--- src/rtl/lcd_pkg.sv ---
// Shared constants, types and address helpers for the HD44780-style bus responder.
package lcd_pkg;

    // Field positions inside instruction bytes
    localparam int unsigned ENTRY_S_BIT  = 0;
    localparam int unsigned ENTRY_ID_BIT = 1;
    localparam int unsigned SHIFT_RL_BIT = 2;
    localparam int unsigned SHIFT_SC_BIT = 3;
    localparam int unsigned FUNC_DL_BIT  = 4;

    localparam logic [6:0] DDRAM_LINE0_FIRST = 7'h00;
    localparam logic [6:0] DDRAM_LINE0_LAST  = 7'h27;
    localparam logic [6:0] DDRAM_LINE1_FIRST = 7'h40;
    localparam logic [6:0] DDRAM_LINE1_LAST  = 7'h67;
    localparam int unsigned DDRAM_DEPTH      = 80;
    localparam int unsigned LINE_LEN         = 40;
    localparam logic [7:0] BLANK_CHAR        = 8'h20;

    localparam logic [6:0] LINE_STARTS [4] = '{7'h00, 7'h40, 7'h14, 7'h54};

    typedef enum logic [1:0] {
        StIdle,
        StClear,
        StBusyWait
    } state_e;

    typedef enum logic {
        SpaceDdram,
        SpaceCgram
    } space_e;

    function automatic logic ddram_addr_valid(input logic [6:0] addr);
        return (addr <= DDRAM_LINE0_LAST) ||
               ((addr >= DDRAM_LINE1_FIRST) && (addr <= DDRAM_LINE1_LAST));
    endfunction

    // Line 1 is packed directly after the 40 cells of line 0
    function automatic logic [6:0] addr_to_index(input logic [6:0] addr);
        return addr[6] ? (7'(LINE_LEN) + {1'b0, addr[5:0]}) : {1'b0, addr[5:0]};
    endfunction

    function automatic logic [6:0] ac_step(input logic [6:0] ac, input logic inc,
                                           input logic cgram);
        logic [6:0] nxt;
        if (cgram) begin
            nxt = inc ? {1'b0, ac[5:0] + 6'd1} : {1'b0, ac[5:0] - 6'd1};
        end else if (inc) begin
            if (ac == DDRAM_LINE0_LAST) begin
                nxt = DDRAM_LINE1_FIRST;
            end else if (ac == DDRAM_LINE1_LAST) begin
                nxt = DDRAM_LINE0_FIRST;
            end else begin
                nxt = ac + 7'd1;
            end
        end else begin
            if (ac == DDRAM_LINE0_FIRST) begin
                nxt = DDRAM_LINE1_LAST;
            end else if (ac == DDRAM_LINE1_FIRST) begin
                nxt = DDRAM_LINE0_LAST;
            end else begin
                nxt = ac - 7'd1;
            end
        end
        return nxt;
    endfunction

endpackage

--- src/rtl/lcd_ddram.sv ---
// 80x8 shadow DDRAM: one synchronous bus port and one registered readback port.
module lcd_ddram
    import lcd_pkg::*;
(
    input  logic       clk_i,
    input  logic       rst_i,
    input  logic       bus_we_i,
    input  logic [6:0] bus_idx_i,
    input  logic [7:0] bus_wdata_i,
    output logic [7:0] bus_rdata_o,
    input  logic       rd_valid_i,
    input  logic [6:0] rd_idx_i,
    output logic [7:0] rd_char_o
);

    logic [7:0] mem [DDRAM_DEPTH];
    logic [7:0] bus_rdata_q;
    logic [7:0] rd_char_d;
    logic [7:0] rd_char_q;

    always_ff @(posedge clk_i) begin
        if (bus_we_i) begin
            mem[bus_idx_i] <= bus_wdata_i;
        end
        bus_rdata_q <= mem[bus_idx_i];
    end

    // Non-blocking update of mem gives read-before-write on a same-cycle collision
    always_comb begin
        rd_char_d = BLANK_CHAR;
        if (rd_valid_i) begin
            rd_char_d = mem[rd_idx_i];
        end
    end

    always_ff @(posedge clk_i) begin
        if (rst_i) begin
            rd_char_q <= BLANK_CHAR;
        end else begin
            rd_char_q <= rd_char_d;
        end
    end

    assign bus_rdata_o = bus_rdata_q;
    assign rd_char_o   = rd_char_q;

endmodule

--- src/rtl/lcd_bus_responder.sv ---
// Display-side responder for the 8-bit HD44780-style LCD bus with a shadow DDRAM.
// Optional 64x8 CGRAM is built when LCD_RESP_CGRAM_EN is defined.
module lcd_bus_responder
    import lcd_pkg::*;
#(
    parameter int unsigned BUSY_CYCLES      = 50,
    parameter int unsigned BUSY_LONG_CYCLES = 1600
) (
    input  logic       CLK,
    input  logic       RESET,
    input  logic       LCD_RS,
    input  logic       LCD_RW,
    input  logic       LCD_E,
    input  logic [7:0] LCD_DATA_IN,
    output logic [7:0] LCD_DATA_OUT,
    output logic       LCD_DATA_OE,
    input  logic [6:0] RD_ADDR,
    output logic [7:0] RD_CHAR,
    output logic [2:0] DISP_CTRL,
    output logic       BUSY,
    output logic       ERR
);

    localparam logic [15:0] ShortLoad = 16'(BUSY_CYCLES - 1);
    localparam logic [15:0] LongLoad  = 16'(BUSY_LONG_CYCLES - 1);
    localparam logic [6:0]  FillLast  = 7'(DDRAM_DEPTH - 1);

    logic [1:0] e_sync_q, rs_sync_q, rw_sync_q;
    logic [7:0] data_sync1_q, data_sync2_q;
    logic       e_prev_q, rs_prev_q, rw_prev_q;
    logic [7:0] data_prev_q;

    state_e      state_q, state_d;
    logic [15:0] cnt_q, cnt_d;
    logic [6:0]  fill_q, fill_d;
    logic [6:0]  ac_q, ac_d;
    logic        id_q, id_d;
    space_e      space_q, space_d;
    logic [2:0]  disp_q, disp_d;
    logic        err_q, err_d;
    logic [7:0]  data_out_q, data_out_d;
    logic        oe_q, oe_d;

    logic       commit, busy, rd_active;
    logic       ram_we;
    logic [6:0] ram_idx;
    logic [7:0] ram_wdata, ram_rdata;
    logic [7:0] cg_rdata;
    logic       rd_valid;
    logic [6:0] rd_idx;

    always_ff @(posedge CLK) begin
        if (RESET) begin
            e_sync_q     <= '0;
            rs_sync_q    <= '0;
            rw_sync_q    <= '0;
            data_sync1_q <= '0;
            data_sync2_q <= '0;
            e_prev_q     <= 1'b0;
            rs_prev_q    <= 1'b0;
            rw_prev_q    <= 1'b0;
            data_prev_q  <= '0;
        end else begin
            e_sync_q     <= {e_sync_q[0], LCD_E};
            rs_sync_q    <= {rs_sync_q[0], LCD_RS};
            rw_sync_q    <= {rw_sync_q[0], LCD_RW};
            data_sync1_q <= LCD_DATA_IN;
            data_sync2_q <= data_sync1_q;
            e_prev_q     <= e_sync_q[1];
            rs_prev_q    <= rs_sync_q[1];
            rw_prev_q    <= rw_sync_q[1];
            data_prev_q  <= data_sync2_q;
        end
    end

    // Falling edge of synced E; bus fields come from the last cycle E was high
    assign commit    = e_prev_q & ~e_sync_q[1];
    assign busy      = (state_q != StIdle);
    assign rd_active = e_sync_q[1] & rw_sync_q[1];

`ifdef LCD_RESP_CGRAM_EN
    logic       cg_we;
    logic [7:0] cgram_mem [64];

    always_ff @(posedge CLK) begin
        if (cg_we) begin
            cgram_mem[ac_q[5:0]] <= data_prev_q;
        end
    end

    assign cg_rdata = cgram_mem[ac_q[5:0]];
`else
    assign cg_rdata = 8'h00;
`endif

    always_comb begin
        state_d    = state_q;
        cnt_d      = cnt_q;
        fill_d     = fill_q;
        ac_d       = ac_q;
        id_d       = id_q;
        space_d    = space_q;
        disp_d     = disp_q;
        err_d      = err_q;
        ram_we     = 1'b0;
        ram_idx    = addr_to_index(ac_q);
        ram_wdata  = data_prev_q;
`ifdef LCD_RESP_CGRAM_EN
        cg_we      = 1'b0;
`endif
        oe_d       = rd_active;
        data_out_d = data_out_q;

        if (rd_active) begin
            if (rs_sync_q[1]) begin
                data_out_d = (space_q == SpaceCgram) ? cg_rdata : ram_rdata;
            end else begin
                data_out_d = {busy, ac_q};
            end
        end

        if (commit && rw_prev_q && rs_prev_q) begin
            ac_d = ac_step(ac_q, id_q, space_q == SpaceCgram);
        end

        if (commit && !rw_prev_q && busy) begin
            err_d = 1'b1;
        end

        unique case (state_q)
            StIdle: begin
                if (commit && !rw_prev_q) begin
                    state_d = StBusyWait;
                    cnt_d   = ShortLoad;
                    if (rs_prev_q) begin
                        if (space_q == SpaceDdram) begin
                            ram_we = 1'b1;
                            ac_d   = ac_step(ac_q, id_q, 1'b0);
                        end else begin
`ifdef LCD_RESP_CGRAM_EN
                            cg_we = 1'b1;
                            ac_d  = ac_step(ac_q, id_q, 1'b1);
`else
                            err_d = 1'b1;
`endif
                        end
                    end else begin
                        unique casez (data_prev_q)
                            8'b1???????: begin
                                space_d = SpaceDdram;
                                if (ddram_addr_valid(data_prev_q[6:0])) begin
                                    ac_d = data_prev_q[6:0];
                                end else begin
                                    ac_d  = 7'h00;
                                    err_d = 1'b1;
                                end
                            end
                            8'b01??????: begin
                                space_d = SpaceCgram;
                                ac_d    = {1'b0, data_prev_q[5:0]};
                            end
                            8'b001?????: begin
                                if (!data_prev_q[FUNC_DL_BIT]) begin
                                    err_d = 1'b1;
                                end
                            end
                            8'b0001????: begin
                                if (!data_prev_q[SHIFT_SC_BIT]) begin
                                    ac_d = ac_step(ac_q, data_prev_q[SHIFT_RL_BIT],
                                                   space_q == SpaceCgram);
                                end
                            end
                            8'b00001???: disp_d = data_prev_q[2:0];
                            8'b000001??: begin
                                id_d = data_prev_q[ENTRY_ID_BIT];
                                if (data_prev_q[ENTRY_S_BIT]) begin
                                    err_d = 1'b1;
                                end
                            end
                            8'b0000001?: begin
                                ac_d    = 7'h00;
                                space_d = SpaceDdram;
                                cnt_d   = LongLoad;
                            end
                            8'b00000001: begin
                                state_d = StClear;
                                fill_d  = 7'h00;
                            end
                            default: ;
                        endcase
                    end
                end
            end
            StClear: begin
                ram_we    = 1'b1;
                ram_idx   = fill_q;
                ram_wdata = BLANK_CHAR;
                if (fill_q == FillLast) begin
                    state_d = StBusyWait;
                    cnt_d   = LongLoad;
                    ac_d    = 7'h00;
                    id_d    = 1'b1;
                    space_d = SpaceDdram;
                end else begin
                    fill_d = fill_q + 7'd1;
                end
            end
            StBusyWait: begin
                if (cnt_q == 16'd0) begin
                    state_d = StIdle;
                end else begin
                    cnt_d = cnt_q - 16'd1;
                end
            end
            default: state_d = StIdle;
        endcase
    end

    always_ff @(posedge CLK) begin
        if (RESET) begin
            state_q    <= StIdle;
            cnt_q      <= '0;
            fill_q     <= '0;
            ac_q       <= '0;
            id_q       <= 1'b1;
            space_q    <= SpaceDdram;
            disp_q     <= '0;
            err_q      <= 1'b0;
            data_out_q <= '0;
            oe_q       <= 1'b0;
        end else begin
            state_q    <= state_d;
            cnt_q      <= cnt_d;
            fill_q     <= fill_d;
            ac_q       <= ac_d;
            id_q       <= id_d;
            space_q    <= space_d;
            disp_q     <= disp_d;
            err_q      <= err_d;
            data_out_q <= data_out_d;
            oe_q       <= oe_d;
        end
    end

    assign rd_valid = ddram_addr_valid(RD_ADDR);
    assign rd_idx   = addr_to_index(RD_ADDR);

    lcd_ddram u_ddram (
        .clk_i       (CLK),
        .rst_i       (RESET),
        .bus_we_i    (ram_we),
        .bus_idx_i   (ram_idx),
        .bus_wdata_i (ram_wdata),
        .bus_rdata_o (ram_rdata),
        .rd_valid_i  (rd_valid),
        .rd_idx_i    (rd_idx),
        .rd_char_o   (RD_CHAR)
    );

    assign LCD_DATA_OUT = data_out_q;
    assign LCD_DATA_OE  = oe_q;
    assign DISP_CTRL    = disp_q;
    assign BUSY         = busy;
    assign ERR          = err_q;

endmodule
--- config.mk ---
export PLATFORM = sky130hd
export DESIGN_NAME = lcd_bus_responder
export DESIGN_NICKNAME = d
export VERILOG_FILES = /design/src/rtl/lcd_pkg.sv /design/src/rtl/lcd_ddram.sv /design/src/rtl/lcd_bus_responder.sv
export SDC_FILE = /design/constraint.sdc
export NUM_CORES = 1
export LEC_CHECK = 0
export CORE_MARGIN = 2
export CORE_UTILIZATION = 32
export CTS_CLUSTER_SIZE = 24
export DETAILED_ROUTE_END_ITERATION = 7
export SLEW_MARGIN = 20
export SYNTH_ARGS = -nofsm -noshare
export SYNTH_HDL_FRONTEND = slang
export SYNTH_SLANG_ARGS = --single-unit
--- constraint.sdc ---
create_clock -name CLK -period 9.4 [get_ports CLK]
set_input_delay 1.88 -clock CLK [delete_from_list [all_inputs] [get_ports CLK]]
set_output_delay 1.88 -clock CLK [all_outputs]
set_load 0.05 [all_outputs]
==> results of run 1 <==
## layout by cell type, fill, tap and decap left out, drive strengths merged, types with 47 or more instances in the layout
cell type,instances
buf,59
mux4,200
a21oi,70
nand3,51
nor2b,47
edfxtp,640
nand4,49
a22oi,204
nand2,140
clkbuf,105
o21ai,55
nor2,161
dfxtp,96
## path summary, 6_finish.rpt
check,end,from,slack [ns]
max,u_ddram.mem[17][2],state_q[1],4.29
min,e_sync_q[1],e_sync_q[0],0.43
max reg2reg,u_ddram.mem[17][2],state_q[1],4.29
min reg2reg,e_sync_q[1],e_sync_q[0],0.43
## stage by stage
step / power [mW] / std cells / util, % / hold WS (ns) / area, um2
finish: 7.52 / 3776 / 36.8 / 0.430 / 38800
global route: 7.71 / 3774 / 36.8 / 0.454 / 38800
CTS: 7.53 / 3773 / 36.8 / 0.437 / 38700
detailed placement: 4.30 / 3632 / 34.2 / 0.424 / 36000
global placement: 4.28 / 3632 / 34.2 / 0.418 / 36000
floorplan: 4.10 / 2314 / - / 0.414 / 34000
## registers in the layout, summed over array words and instances (netlist names), 2 cells and up
name	count
u_ddram.mem	640
cnt_q	16
LCD_DATA_OUT	8
data_prev_q	8
data_sync1_q	8
data_sync2_q	8
u_ddram.bus_rdata_o	8
u_ddram.rd_char_o	8
ac_q	7
fill_q	7
DISP_CTRL	3
e_sync_q	2
rs_sync_q	2
rw_sync_q	2
state_q	2
## synth_stat cells, types with 17 or more instances
cell type and count:
edfxtp_1 640, a22oi_1 204, mux4_2 200, nor2_1 161
nand2_1 140, clkbuf_1 103, dfxtp_1 96, a21oi_1 70
o21ai_0 52, nand3_1 51, nand4_1 49, nor2b_1 47
buf_2 33, buf_1 29, a221oi_1 26, mux2i_1 25
nor3_1 25, mux2_2 24, inv_1 18, and3_1 17
## area by class of cell
class | count | share of cell area (%)
repair buffers | 96 | 2.23
clock buffers | 105 | 5.63
diodes | 2 | 0.0129
well taps | 1391 | 4.48
flip-flops and latches | 736 | 54.5
clock inverters | 36 | 1.34
inverters | 20 | 0.193
multi-input cells | 1390 | 31.7
## routing by layer
layer	up-vias	GRT usage [%]	wire length (um)
li1	9487	-	-
met3	299	5.79	15500
met5	-	0	38
met2	1892	31.5	51600
met1	12023	28.1	43600
met4	6	8.42	4650
## power groups by stage
stage | Combinational (mW) | Clock, mW | Sequential [mW]
4_1_cts | 0.631 | 3.30 | 3.60
2_1_floorplan | 0.434 | 0 | 3.66
5_1_grt | 0.685 | 3.42 | 3.61
3_5_place_dp | 0.628 | 0 | 3.67
6_report | 0.643 | 3.27 | 3.61
3_3_place_gp | 0.610 | 0 | 3.67
## worst max-delay path, delay by kind of cell (launching register included)
kind,cells,cell delay [ns]
adders and majority gates,1,0.17
DFF,1,0.33
and+or+nand+nor,4,3.46
buffers and inverters,2,0.70
## cell families after synthesis
family | after synthesis | synth area share (%)
flip-flops | 736 | 62.2
AND/OR/NAND/NOR | 578 | 8.47
AO/OA/AOI/OAI | 525 | 11.2
multiplexers | 249 | 14.8
buffers and inverters | 188 | 2.23
XOR/XNOR | 24 | 0.618
adder cells (fa/ha/maj) | 14 | 0.515
==> flow_metrics.tcl, run 1 <==
set metrics [dict create \
    status "complete, but fails checks" \
    violations "design-rule violations" \
    ir_worst_vdd_uv 157 \
    cts_tree "built" \
    synth_cells 2314 \
    rsz0062_at_grt "false" \
    core_mm2 0.105 \
    place_ws_ns 4.12 \
    firstDrtPassIters 8 \
    combPwrFrac_pct 8.5 \
    seqCellArea_mm2 0.0211 \
    ant_nets 0 \
    routed_wl_um 115000 \
    p_int_mw 5.76 \
    leakagePower_nw 12.0 \
    grt_usage_pct 20.8 \
    relSlewSlack_pct 20.3 \
    h-tree-depth 3 \
    holdPathStages 1 \
    crit_type "flip-flop to flip-flop" \
    rows 119 \
    max_freq_mhz 196 \
    cp.required_ns 9.65 \
    synth-edff-count 640 \
    setup-tns-final_ns 0 \
    gp_congestion 0.912 \
    grt_pass1_wl_um 165000 \
    die_area_mm2 0.109 \
    io_pins 42 \
    async_reset_ff_share_pct 0 \
    drv_slew 0 \
    critPathCaptureType "flip-flop" \
    cp_cell_sequence "inv_1 > ha_2 > buf_4 > nor4bb_1 > or2_4 > nand2_1 > nor2_1" \
    cp_slowest_cell "nor2_1" \
    die_w_um 330 \
    cts-resized-gates 0 \
    seqPwrFrac_pct 48.0 \
    antenna_found_initial 4 \
    clk_pin_slew_ns 0.06 \
    switching_share_pct 23.4 \
    num-fill-cells 9780 \
    start_util_pct 32.3 \
    grt_overflow 0 \
    viasPerCell 6.28 \
    netlist.area_leader.share_pct 56.5 \
    synthFlopType "edfxtp_1" \
    ys_ff_latch 736 \
    yosysWarnings 0 \
    cts_setup_buffers 0 \
    die_h_um 330 \
    synth_area_mm2 0.0340 \
    clkPwrFrac_pct 43.5 \
    clock_path_buffers 3 \
    portBuffers 41 \
    post_drt_wl_per_cell_um 30.6 \
    hp-class "flip-flop to flip-flop" \
    max_stage_delay_ns 1.16 \
    dpl.hpwl_um 69900 \
    synth.area.top_cells "edfxtp_1 (57%), mux4_2 (13%), dfxtp_1 (5.7%)" \
    grt_max_degree 90 \
    finalSetupViolations 0 \
    syn2layout_area_growth_pct 14.2 \
    synthesis.nets 2348 \
    multi_input_area_mm2 0.0123 \
    yosysSeqAreaShare_pct 62.2 \
    root_buffer "clkbuf_16" \
    clk_latency_ns 0.66 \
    crit_arrival_ns 5.35 \
    tightest_slew_ns 1.20 \
    grt_pass1_vias 23094 \
    initialDrtViolationCount 4376 \
    yosysTopAreaCell "edfxtp_1" \
    fin_crit_ns 5.11 \
    clock_sinks 736 \
    drive_gt1_share_pct 19.3 \
    drcViolationCount 8 \
    num_vias 23707 \
    tritoncts.num_buffers 79 \
    synth_cell_types 75 \
    postCtsHoldBufs 0 \
    rr_worst_depth 7 \
    crit_path_start_kind "flip-flop" \
    period_share_pct 54.3 \
    skew_ns 0.0320 \
    cp_max_fo 65 \
    finish.net_count 2357 \
    pwr_density_cell_mw_per_mm2 194 \
    syn_area_per_cell_um2 14.7 \
    power.switching_mw 1.76 \
    hold_violations 0 \
    cap_viol_max_count 0 \
    worst_slack_ns 4.29 \
]
No activity file was read; power rests on OpenSTA's default activity.
==> inputs of run 2 (changes only) <==
==> constraint.sdc (replaced) <==
create_clock -name CLK -period 4.7 [get_ports CLK]
set_input_delay 0.94 -clock CLK [delete_from_list [all_inputs] [get_ports CLK]]
set_output_delay 0.94 -clock CLK [all_outputs]
set_load 0.05 [all_outputs]
==> flow_metrics.tcl, run 2 (synthesis gave the netlist of run 1 again) <==
set metrics [dict create \
    hp-class "flip-flop to flip-flop" \
    max_freq_mhz 257 \
    clk_latency_ns 0.66 \
    critPathCaptureType "flip-flop" \
    postCtsHoldBufs 0 \
    finalSetupViolations 0 \
    dpl.hpwl_um 80300 \
    num-fill-cells 9770 \
    hold_violations 0 \
    rsz0062_at_grt "false" \
    status "complete, but fails checks" \
    num_vias 24395 \
    grt_overflow 0 \
    skew_ns 0.0256 \
    period_share_pct 82.8 \
    relSlewSlack_pct 18.3 \
    crit_type "flip-flop to flip-flop" \
    holdPathStages 1 \
    grt_max_degree 81 \
    clk_pin_slew_ns 0.06 \
    drcViolationCount 4 \
    syn2layout_area_growth_pct 18.1 \
    leakagePower_nw 12.9 \
    drv_slew 0 \
    fin_crit_ns 3.89 \
    die_h_um 330 \
    grt_pass1_wl_um 172000 \
    holdPathEnd "data_prev_q[6]" \
    drive_gt1_share_pct 23.2 \
    core_mm2 0.105 \
    hp-start "data_sync2_q[6]" \
    ant_nets 0 \
    grt_pass1_vias 23893 \
    crit_arrival_ns 4.42 \
    cts_tree "built" \
    initialDrtViolationCount 4135 \
    viasPerCell 6.21 \
    rr_worst_depth 11 \
    cts_setup_buffers 0 \
    rows 119 \
    final_common_cell "edfxtp_1" \
    rr_endpoint "u_ddram.bus_rdata_o[4]" \
    crit_path_start_kind "flip-flop" \
    die_w_um 330 \
    portBuffers 41 \
    gp_congestion 0.984 \
    start_util_pct 32.3 \
    violations "design-rule violations" \
    final_cell_mix "edfxtp_1 (640), a22oi_1 (204), mux4_2 (200)" \
    antenna_found_initial 3 \
    routed_wl_um 120000 \
    setup-tns-final_ns 0 \
    clock_path_buffers 3 \
    root_buffer "clkbuf_16" \
    cp.required_ns 5.23 \
    grt_usage_pct 21.7 \
    cts-resized-gates 0 \
    cp_max_fo 11 \
    h-tree-depth 3 \
    largest_reg_flops 640 \
    firstDrtPassIters 8 \
    antenna_cells 0 \
    top_regs "u_ddram.mem: 640 flops, cnt_q: 16 flops" \
    clock_sinks 736 \
    ir_worst_vdd_uv 242 \
    tritoncts.num_buffers 78 \
    finish.net_count 2509 \
    pwr_density_cell_mw_per_mm2 382 \
    tightest_slew_ns 1.23 \
    io_pins 42 \
    fin_util_pct 38.1 \
    r2r-start "ac_q[4]" \
    die_area_mm2 0.109 \
    top_register "u_ddram.mem" \
    cap_viol_max_count 0 \
    ff2ff_setup_slack_ns 0.81 \
    post_drt_wl_per_cell_um 30.5 \
]
run 2: power breakdown:
group,total [mW],internal [mW],switching [mW]
clock network,6.80,4.17,2.63
registers,7.20,7.12,0.0790
logic,1.34,0.530,0.810
run 2: per-stage QoR:
stage	setup WS [ns]	instance area (um2)	std cells	total power [mW]	hold slack, ns
global placement	0.805	37300	3784	8.62	0.418
CTS	0.963	40100	3928	15.4	0.439
floorplan	0.468	34000	2314	8.20	0.414
finish	0.810	40200	3929	15.3	0.434
global route	0.690	40200	3929	15.8	0.449
detailed placement	0.846	37300	3785	8.65	0.424
run 2: worst max path at each step:
stage | to | cells after the start | start
2_1_floorplan | u_ddram.mem[0][2] | 9 | state_q[1]
3_3_place_gp | u_ddram.bus_rdata_o[5] | 10 | state_q[1]
3_5_place_dp | u_ddram.rd_char_o[1] | 7 | RD_ADDR[0]
4_1_cts | u_ddram.bus_rdata_o[4] | 11 | ac_q[4]
5_1_grt | u_ddram.bus_rdata_o[1] | 10 | ac_q[3]
6_report | u_ddram.bus_rdata_o[4] | 11 | ac_q[4]
run 2: metal layers:
| metal | track usage [%] | part of all wire [%] | wire [um] | vias up |
|---|---|---|---|---|
| li1 | - | - | - | 9818 |
| met1 | 28.8 | 37 | 44600 | 12338 |
| met2 | 32.8 | 45 | 53700 | 1867 |
| met3 | 6.12 | 13 | 15200 | 368 |
| met4 | 10.7 | 5.3 | 6310 | 4 |
| met5 | 0.652 | 0.098 | 117 | - |
run 2: layout make-up:
class / instances / area, um2 / share of cell area (%)
Timing Repair Buffer: 249 / 2160 / 5.39
Clock buffer: 89 / 2040 / 5.07
Inverter: 20 / 75.1 / 0.187
Clock inverter: 54 / 777 / 1.93
Multi-Input combinational cell: 1390 / 12200 / 30.4
Sequential cell: 736 / 21100 / 52.6
Tap cell: 1391 / 1740 / 4.33
run 2: worst max-delay path: stages (launching register included):
cell	delay (ns)
dfxtp_1	0.56
inv_1	0.19
ha_1	0.31
mux2i_1	0.10
o21ai_1	0.47
buf_4	0.29
nand2_1	0.40
a221o_1	0.42
nor2_1	0.41
nor3_1	0.19
buf_4	0.19
a211o_1	0.23
